<file path="config.mk">
export PLATFORM = sky130hd
export DESIGN_NAME = note_sequencer
export DESIGN_NICKNAME = d
export VERILOG_FILES = /design/src/rtl/synth_pkg.sv /design/src/rtl/tick_prescaler.sv /design/src/rtl/note_sequencer.sv
export SDC_FILE = /design/constraint.sdc
export NUM_CORES = 1
export LEC_CHECK = 0
export BUFFER_PORTS_ARGS = -buffer_cell sky130_fd_sc_hd__buf_2
export CAP_MARGIN = 30
export CELL_PAD_IN_SITES_DETAIL_PLACEMENT = 1
export CELL_PAD_IN_SITES_GLOBAL_PLACEMENT = 2
export CORE_ASPECT_RATIO = 2
export CORE_MARGIN = 1.5
export CORE_UTILIZATION = 30
export CTS_BUF_LIST = sky130_fd_sc_hd__clkbuf_8 sky130_fd_sc_hd__clkbuf_16
export CTS_CLUSTER_SIZE = 25
export DETAILED_ROUTE_END_ITERATION = 10
export GPL_TIMING_DRIVEN = 0
export PLACE_DENSITY = 0.63
export SYNTH_ARGS = -nofsm -noshare
export SYNTH_HDL_FRONTEND = slang
export SYNTH_HIERARCHICAL = 1
export SYNTH_SLANG_ARGS = --single-unit
export TNS_END_PERCENT = 20
</file>
<file path="constraint.sdc">
create_clock -name clk -period 3.1 [get_ports clk]
set_input_delay 0.62 -clock clk [delete_from_list [all_inputs] [get_ports clk]]
set_output_delay 0.62 -clock clk [all_outputs]
set_load 0.005 [all_outputs]
</file>
<file path="src/rtl/synth_pkg.sv">
// Shared types and constants for the synth datapath blocks.
package synth_pkg;
  localparam int FREQ_W = 12;
  localparam int DUR_W  = 8;
  localparam logic [FREQ_W-1:0] DEFAULT_FREQ = 12'd440;

  typedef enum logic [1:0] {IDLE, LOAD, NOTE, GAP} state_t;

  typedef struct packed {
    logic [FREQ_W-1:0] freq;
    logic [DUR_W-1:0]  dur;
  } note_t;
endpackage

</file>
<file path="src/rtl/tick_prescaler.sv">
// Divides the clock down to a one-cycle tick every DIV cycles; clr restarts the count.
module tick_prescaler #(
  parameter int DIV = 1000
) (
  input  logic clk,
  input  logic rst_n,
  input  logic clr_i,
  output logic tick_o
);
  localparam int CW = (DIV > 1) ? $clog2(DIV) : 1;

  logic [CW-1:0] cnt_q, cnt_d;

  assign tick_o = (cnt_q == CW'(DIV - 1));

  always_comb begin
    cnt_d = cnt_q + CW'(1);
    if (clr_i || tick_o) cnt_d = '0;
  end

  always_ff @(posedge clk or negedge rst_n) begin
    if (!rst_n) cnt_q <= '0;
    else        cnt_q <= cnt_d;
  end
endmodule

</file>
<file path="src/rtl/note_sequencer.sv">
// Steps through a (frequency, duration) table, driving the oscillator frequency and gate
// with tick-based note and gap timing, optional looping and an abort path.
module note_sequencer
  import synth_pkg::*;
#(
  parameter int DEPTH     = 16,
  parameter int CLK_HZ    = 1_000_000,
  parameter int TICK_HZ   = 1000,
  parameter int GAP_TICKS = 10
) (
  input  logic                     clk,
  input  logic                     rst_n,
  input  logic                     wr_en,
  input  logic [$clog2(DEPTH)-1:0] wr_addr,
  input  logic [FREQ_W-1:0]        wr_freq,
  input  logic [DUR_W-1:0]         wr_dur,
  input  logic [$clog2(DEPTH):0]   len,
  input  logic                     loop,
  input  logic                     start,
  input  logic                     stop,
  output logic                     busy,
  output logic [FREQ_W-1:0]        freq_out,
  output logic                     gate,
  output logic [$clog2(DEPTH)-1:0] step_idx,
  output logic                     done
);
  localparam int TICK_DIV = CLK_HZ / TICK_HZ;
  localparam int AW       = $clog2(DEPTH);
  localparam int LW       = AW + 1;

  note_t tbl_q [DEPTH];

  state_t            state_q, state_d;
  logic [AW-1:0]     idx_q, idx_d;
  logic [LW-1:0]     len_q, len_d;
  logic [DUR_W-1:0]  cnt_q, cnt_d;
  logic [FREQ_W-1:0] freq_q, freq_d;
  logic              gate_q, gate_d;
  logic              busy_q, busy_d;
  logic              done_q, done_d;

  logic          tick;
  logic          tick_clr;
  logic          advance;
  logic [LW-1:0] idx_nxt;
  note_t         entry;

  tick_prescaler #(.DIV(TICK_DIV)) u_prescaler (
    .clk    (clk),
    .rst_n  (rst_n),
    .clr_i  (tick_clr),
    .tick_o (tick)
  );

  // Table is plain storage: no reset, writable at any time.
  always_ff @(posedge clk) begin
    if (wr_en) tbl_q[wr_addr] <= '{freq: wr_freq, dur: wr_dur};
  end

  assign entry   = tbl_q[idx_q];
  assign idx_nxt = {1'b0, idx_q} + LW'(1);

  always_comb begin
    state_d  = state_q;
    idx_d    = idx_q;
    len_d    = len_q;
    cnt_d    = cnt_q;
    freq_d   = freq_q;
    gate_d   = gate_q;
    done_d   = 1'b0;
    tick_clr = 1'b0;
    advance  = 1'b0;

    unique case (state_q)
      IDLE: begin
        gate_d = 1'b0;
        if (start && !stop) begin
          len_d = len;
          if (len == '0) begin
            done_d = 1'b1;
          end else begin
            idx_d   = '0;
            state_d = LOAD;
          end
        end
      end
      LOAD: begin
        if (entry.dur == '0) begin
          advance = 1'b1;
        end else begin
          // A rest keeps the previous pitch so the oscillator never sees 0.
          if (entry.freq != '0) freq_d = entry.freq;
          gate_d   = (entry.freq != '0);
          cnt_d    = entry.dur;
          tick_clr = 1'b1;
          state_d  = NOTE;
        end
      end
      NOTE: begin
        if (tick) begin
          if (cnt_q == DUR_W'(1)) begin
            gate_d = 1'b0;
            if (GAP_TICKS == 0) begin
              advance = 1'b1;
            end else begin
              cnt_d    = DUR_W'(GAP_TICKS);
              tick_clr = 1'b1;
              state_d  = GAP;
            end
          end else begin
            cnt_d = cnt_q - DUR_W'(1);
          end
        end
      end
      GAP: begin
        if (tick) begin
          if (cnt_q == DUR_W'(1)) advance = 1'b1;
          else                    cnt_d   = cnt_q - DUR_W'(1);
        end
      end
      default: state_d = IDLE;
    endcase

    if (advance) begin
      gate_d = 1'b0;
      if (idx_nxt < len_q) begin
        idx_d   = idx_nxt[AW-1:0];
        state_d = LOAD;
      end else if (loop) begin
        idx_d   = '0;
        state_d = LOAD;
      end else begin
        done_d  = 1'b1;
        state_d = IDLE;
      end
    end

    // Abort overrides everything decided above, freezing pitch and index.
    if (stop) begin
      state_d = IDLE;
      gate_d  = 1'b0;
      done_d  = 1'b0;
      freq_d  = freq_q;
      idx_d   = idx_q;
      len_d   = len_q;
    end

    busy_d = (state_d != IDLE);
  end

  always_ff @(posedge clk or negedge rst_n) begin
    if (!rst_n) begin
      state_q <= IDLE;
      idx_q   <= '0;
      len_q   <= '0;
      cnt_q   <= '0;
      freq_q  <= DEFAULT_FREQ;
      gate_q  <= 1'b0;
      busy_q  <= 1'b0;
      done_q  <= 1'b0;
    end else begin
      state_q <= state_d;
      idx_q   <= idx_d;
      len_q   <= len_d;
      cnt_q   <= cnt_d;
      freq_q  <= freq_d;
      gate_q  <= gate_d;
      busy_q  <= busy_d;
      done_q  <= done_d;
    end
  end

  assign busy     = busy_q;
  assign freq_out = freq_q;
  assign gate     = gate_q;
  assign step_idx = idx_q;
  assign done     = done_q;
endmodule

</file>
Word level (Yosys, flattened, before mapping)
Memories as Yosys holds them, arrays and structs flattened.
Cells that the tools add are included.
{"block": "word_totals", "regBits": 44, "mem_bits_rw": 320, "in_bits": 35, "out_inout_bits": 19, "wordCells": 86, "memories": 1}
{"block": "classes", "n_addsub": 3, "magnitude_cmp": 1, "eq_ne": 12, "mux": 44, "bitwise_logic": 2, "reduce_logical": 14}
{"name": "tbl_q", "depth": 16, "word_bits": 20, "rd": 1, "rd_clocked_by_memory_dff": 0, "write_ports": 1, "line_no": "note_sequencer.sv:31", "text": "note_t tbl_q [DEPTH];"}
{"op": "$mux 8", "count": 5}
{"op": "$mux 4", "count": 6}
{"op": "$pmux 8 s3", "count": 1}
{"op": "$mux 1", "count": 20}
{"op": "$mux 2", "count": 7}
{"op": "$reduce_bool 12->1", "count": 1}
{"op": "$add 10x1->10 const B", "count": 1}
{"op": "$eq 10x10->1 const B", "count": 1}
{"op": "$mux 10", "count": 1}
{"op": "$eq 8x1->1 const B", "count": 1}
{"op": "$logic_not 8->1", "count": 1}
{"op": "$ne 4x4->1 const B", "count": 2}
{"op": "$reduce_and 4->1", "count": 2}
{"op": "$sub 8x1->8 const B", "count": 1}
{"op": "$pmux 2 s3", "count": 1}
{"op": "$add 4x1->5 const B", "count": 1}
{"op": "$logic_not 5->1", "count": 1}
{"op": "$lt 5x5->1", "count": 1}
{"op": "$reduce_and 5->1", "count": 1}
{"op": "$reduce_bool 5->1", "count": 1}
{"op": "$eq 2x2->1 const B", "count": 2}
{"op": "$ne 2x1->1 const B", "count": 2}
{"op": "$ne 2x2->1 const B", "count": 2}
{"op": "$ne 4x3->1 const B", "count": 1}
{"op": "11 further kinds", "count": 13}

Longest topological paths before layout
{"block": "logic_depth", "word_depth": 8, "ltp_mapped": 13, "mapped_depth_nobuf": 9}

Hierarchy
The synthesis kept the hierarchy.
{"module": "note_sequencer", "n_inst": 1, "cells_each": 732, "area_each_um2": 14350.0, "seq_area_each_um2": 10466.3}
{"module": "tick_prescaler", "n_inst": 1, "cells_each": 51, "area_each_um2": 550.5, "seq_area_each_um2": 250.2}

Worst setup path before layout
No wires, ideal clock.
{"block": "synth_path", "path_kind": "flip-flop to flip-flop", "start": "reg idx_q[0], in the netlist step_idx[0]", "end": "reg freq_q[0], in the netlist freq_out[0]", "setup_time_ns": 0.125, "t_arrival_ns": 2.888, "t_required_ns": 2.975, "setup_slack_ns": 0.087, "path_stages_with_launch": 13, "path_buffers": 5, "synth_period_minus_slack_ns": 3.013, "path_cell_list": "dfrtp_1 > buf_6 > buf_6 > buf_6 > buf_2 > mux4_2 > a22oi_1 > nand2_1 > nor4_1 > nand3_1 > nand4b_2 > buf_12 > mux2_4"}
{"block": "synth_via", "elab_chain_cells": 4, "word_cells_on_any_way": 5, "classes_between": "bitwise: 1; reduce/logical: 3; memory: 1"}
{"item": "start: declaration", "line_no": "note_sequencer.sv:34", "text": "logic [AW-1:0] idx_q, idx_d;"}
{"item": "start signal: assignment", "line_no": "note_sequencer.sv:163", "text": "idx_q <= idx_d;"}
{"item": "$mem_v2 16x20 (*)"}
{"item": "$logic_not 8->1", "line_no": "note_sequencer.sv:88", "text": "if (entry.dur == '0) begin"}
{"item": "$not 1->1 (no source line)"}
{"item": "$reduce_and 4->1 (no source line)"}
{"item": "end signal: assignment", "line_no": "note_sequencer.sv:166", "text": "freq_q <= freq_d;"}
{"item": "end: declaration", "line_no": "note_sequencer.sv:37", "text": "logic [FREQ_W-1:0] freq_q, freq_d;"}
Every way passes the cells marked *; elsewhere a longest branch is shown, timed or not.
A chain may end at the register's enable or synchronous reset.

Final worst setup path
{"block": "layout_path", "start": "reg idx_q[0], in the netlist step_idx[0]", "end": "reg freq_q[2], in the netlist freq_out[2]"}
The elaborated chain is that of the path after synthesis.

==> metrics.txt <==
Most used DFF post-synth edfxtp_1; root buffer cell clkbuf_16; Post-synth top cells edfxtp_1, mux4_2, dfrtp_1; share of post-route cells with drive strength above 1 0.392; Critical Path End Type flip-flop; wire length on met3 1170 microns; Max-slew headroom 0.399; pwr/cell area 634 mW/mm^2; Final HPWL DP 27500 microns; top cell type by total area after synthesis edfxtp_1; Non-Filler Instances 1601; unrepaired setup endpoints after global routing yes; run status finished, violations left; HP Class input pin to async pin; nets 985; Place WS -1.90 ns; largest net degree at the start of global routing 32; final setup fails 33; die extent in y 318 microns; most frequent cell after synthesis edfxtp_1; Leakage Power 6.15 nW; Sw Share 0.255; skew final 0.0200 ns; DR top layer met5; core area 0.0491 sq mm; P_sw 2.99 mW; via count 8003; Max Clock Freq 302 MHz; final core utilization 0.377; Pins Over Slew Limit 0; Initial Util 0.304; Area Overhead vs Synth 24.0%; RD Place Congestion 0.740; detailed-route vias per instance 5.00; total gr overflow 0; EDFF count, synth 320; ys async rst share 0.121; combinational share of power 0.143; Seq/Total Area, Yosys 0.719; maximum vdd ir drop 0.000353 V; Mapped Nets 832; sequential power share 0.504; Metal-1 WL 14600 microns; CTS tree built; # port buffers 53; die area 0.0511 sq mm; CP Class flip-flop to flip-flop; Sequential Area 0.0107 sq mm; GR Util All Layers 0.164; Final Hold Viols 0; Fill cells 4775; DRT iter0 DRCs 541; WP data arrival 3.72 ns; startpoint types flip-flop; mapped cell area 0.0149 sq mm; worst setup margin -0.216 ns; placed cells 1501; Design Area, Final 0.0185 sq mm; io pins 54; DR pass1 iterations 4; max-cap viol count 0; distinct cell type count after synthesis 76; wirelength, routed 40800 microns; Final period util 1.07; clock sinks 364; area of the multi-input gates 0.00432 sq mm; worst skew pair latency 0.54 ns; CTS Buffer Depth 3; # diodes 0; Crit Path Max Fanout 7; Int Power 8.73 mW; top cell type's share of synthesized area 0.645; row cnt 115; Avg Inst Size Synth 19.0 sq um; area post-placement 0.0164 sq mm; total chip power 11.7 mW; Final min period 3.32 ns; Clk pin slew, worst setup/hold paths 0.06 ns; routed len/inst 25.5 microns; Worst Path Required 3.51 ns; clock buffers created by TritonCTS 35; clock share of power 0.353; R2R setup slack -0.22 ns; Slew @ Worst Pin 0.897 ns; synthesized flop and latch total 364; WL met2 23800 microns; largest cells by area after synthesis edfxtp_1, mux4_2, dfrtp_1; Yosys warning total 6; vias in the first global route 9072; first-pass GRT wire length 61000 microns; # H-tree levels 2; antenna-violating nets left 0; drt drc 0; Post-Syn Instances 783; failing checks setup timing; Die W 161 microns; antenna violations before repair 1
-- critical path: stages, from the launching register on --
cell       delay (ns)
dfrtp_2          0.44
buf_8            0.14
buf_12           0.12
buf_16           0.13
bufbuf_16        0.27
mux4_2           0.53
mux2i_2          0.24
mux2i_4          0.15
nor4_4           0.31
nand3_4          0.17
nand4b_4         0.21
buf_12           0.16
mux2_4           0.29
-- per-stage QoR --
step | TNS [ns] | hold slack (ns)
after global routing | -7.27 | 0.0405
after detailed placement | -40.03 | 0.491
after floorplan | 0 | 0.324
after global placement | -342.00 | 0.495
final | -4.49 | 0.0220
after CTS | -3.55 | 0.0267
-- per-layer routing --
layer | GRT usage | vias up
li1 | - | 3493
met4 | 0.0540 | 2
met1 | 0.174 | 4302
met5 | 0 | -
met3 | 0.0169 | 60
met2 | 0.330 | 146
-- area by class of cell --
class | count | share of cell area
flip-flops and latches | 364 | 0.580
well taps | 643 | 0.0435
plain buffers | 29 | 0.0213
multi-input cells | 367 | 0.234
clock buffers | 36 | 0.0488
repair buffers | 117 | 0.0581
clock inverters | 23 | 0.00982
inverters | 22 | 0.00474
-- logic make-up after synthesis --
| group | Yosys count | share of synthesized area |
|---|---|---|
| xor+xnor | 7 | 0.00411 |
| flops | 364 | 0.719 |
| buf+inv | 52 | 0.0207 |
| simple gates | 138 | 0.0512 |
| fa+ha+maj | 14 | 0.0118 |
| mux | 119 | 0.149 |
| compound gates | 89 | 0.0437 |
-- flip-flops by register name, summed over array words and instances (netlist names) --
| signal | cells |
|---|---|
| done | 1 |
| cnt_q | 8 |
| busy | 1 |
| state_q | 2 |
| len_q | 5 |
| freq_out | 12 |
| step_idx | 4 |
| tbl_q | 320 |
| gate | 1 |
| u_prescaler/cnt_q | 10 |
-- power by group through the flow --
stage | registers, mW | logic [mW] | clock network [mW]
5_1_grt | 5.95 | 1.84 | 4.38
4_1_cts | 5.91 | 1.66 | 4.23
6_report | 5.91 | 1.68 | 4.14
2_1_floorplan | 5.93 | 0.940 | 0
3_3_place_gp | 6.01 | 1.44 | 0
3_5_place_dp | 6.01 | 1.49 | 0
-- timing repair --
item,in CTS,in global routing
hold buffers,0,0
gates cloned,4,0
pin swaps,18,14
endpoints found under the setup margin,39,35
gates resized for setup,113,21
setup buffers,26,13
-- worst paths after layout --
kind / start / end / cells after the start
max in group asynchronous: rst_n / freq_out[3] / 2
min in group clk: stop / state_q[1] / 2
max: step_idx[0] / freq_out[2] / 12
min: rst_n / cnt_q[2] / 1
min reg2reg: freq_out[0] / freq_out[0] / 1
max reg2reg: step_idx[0] / freq_out[2] / 12
-- placed cells by master, fill, tap and decap left out, types with 6 or more instances in the layout --
cell type	count
inv_1	24
a21oi_1	14
buf_6	20
buf_12	20
clkbuf_16	37
mux2i_1	12
nand3_1	18
ha_1	14
nor2_4	13
buf_4	32
mux2_4	12
mux2i_4	8
nand2b_1	8
nand2_1	12
mux4_2	78
o21ai_1	7
nor2b_1	6
nor2_2	11
dfrtp_1	37
a22oi_2	7
nor2_1	21
buf_2	53
edfxtp_1	320
buf_16	6
nor3_1	8
Note: power is estimated with default switching activity, not from simulation.
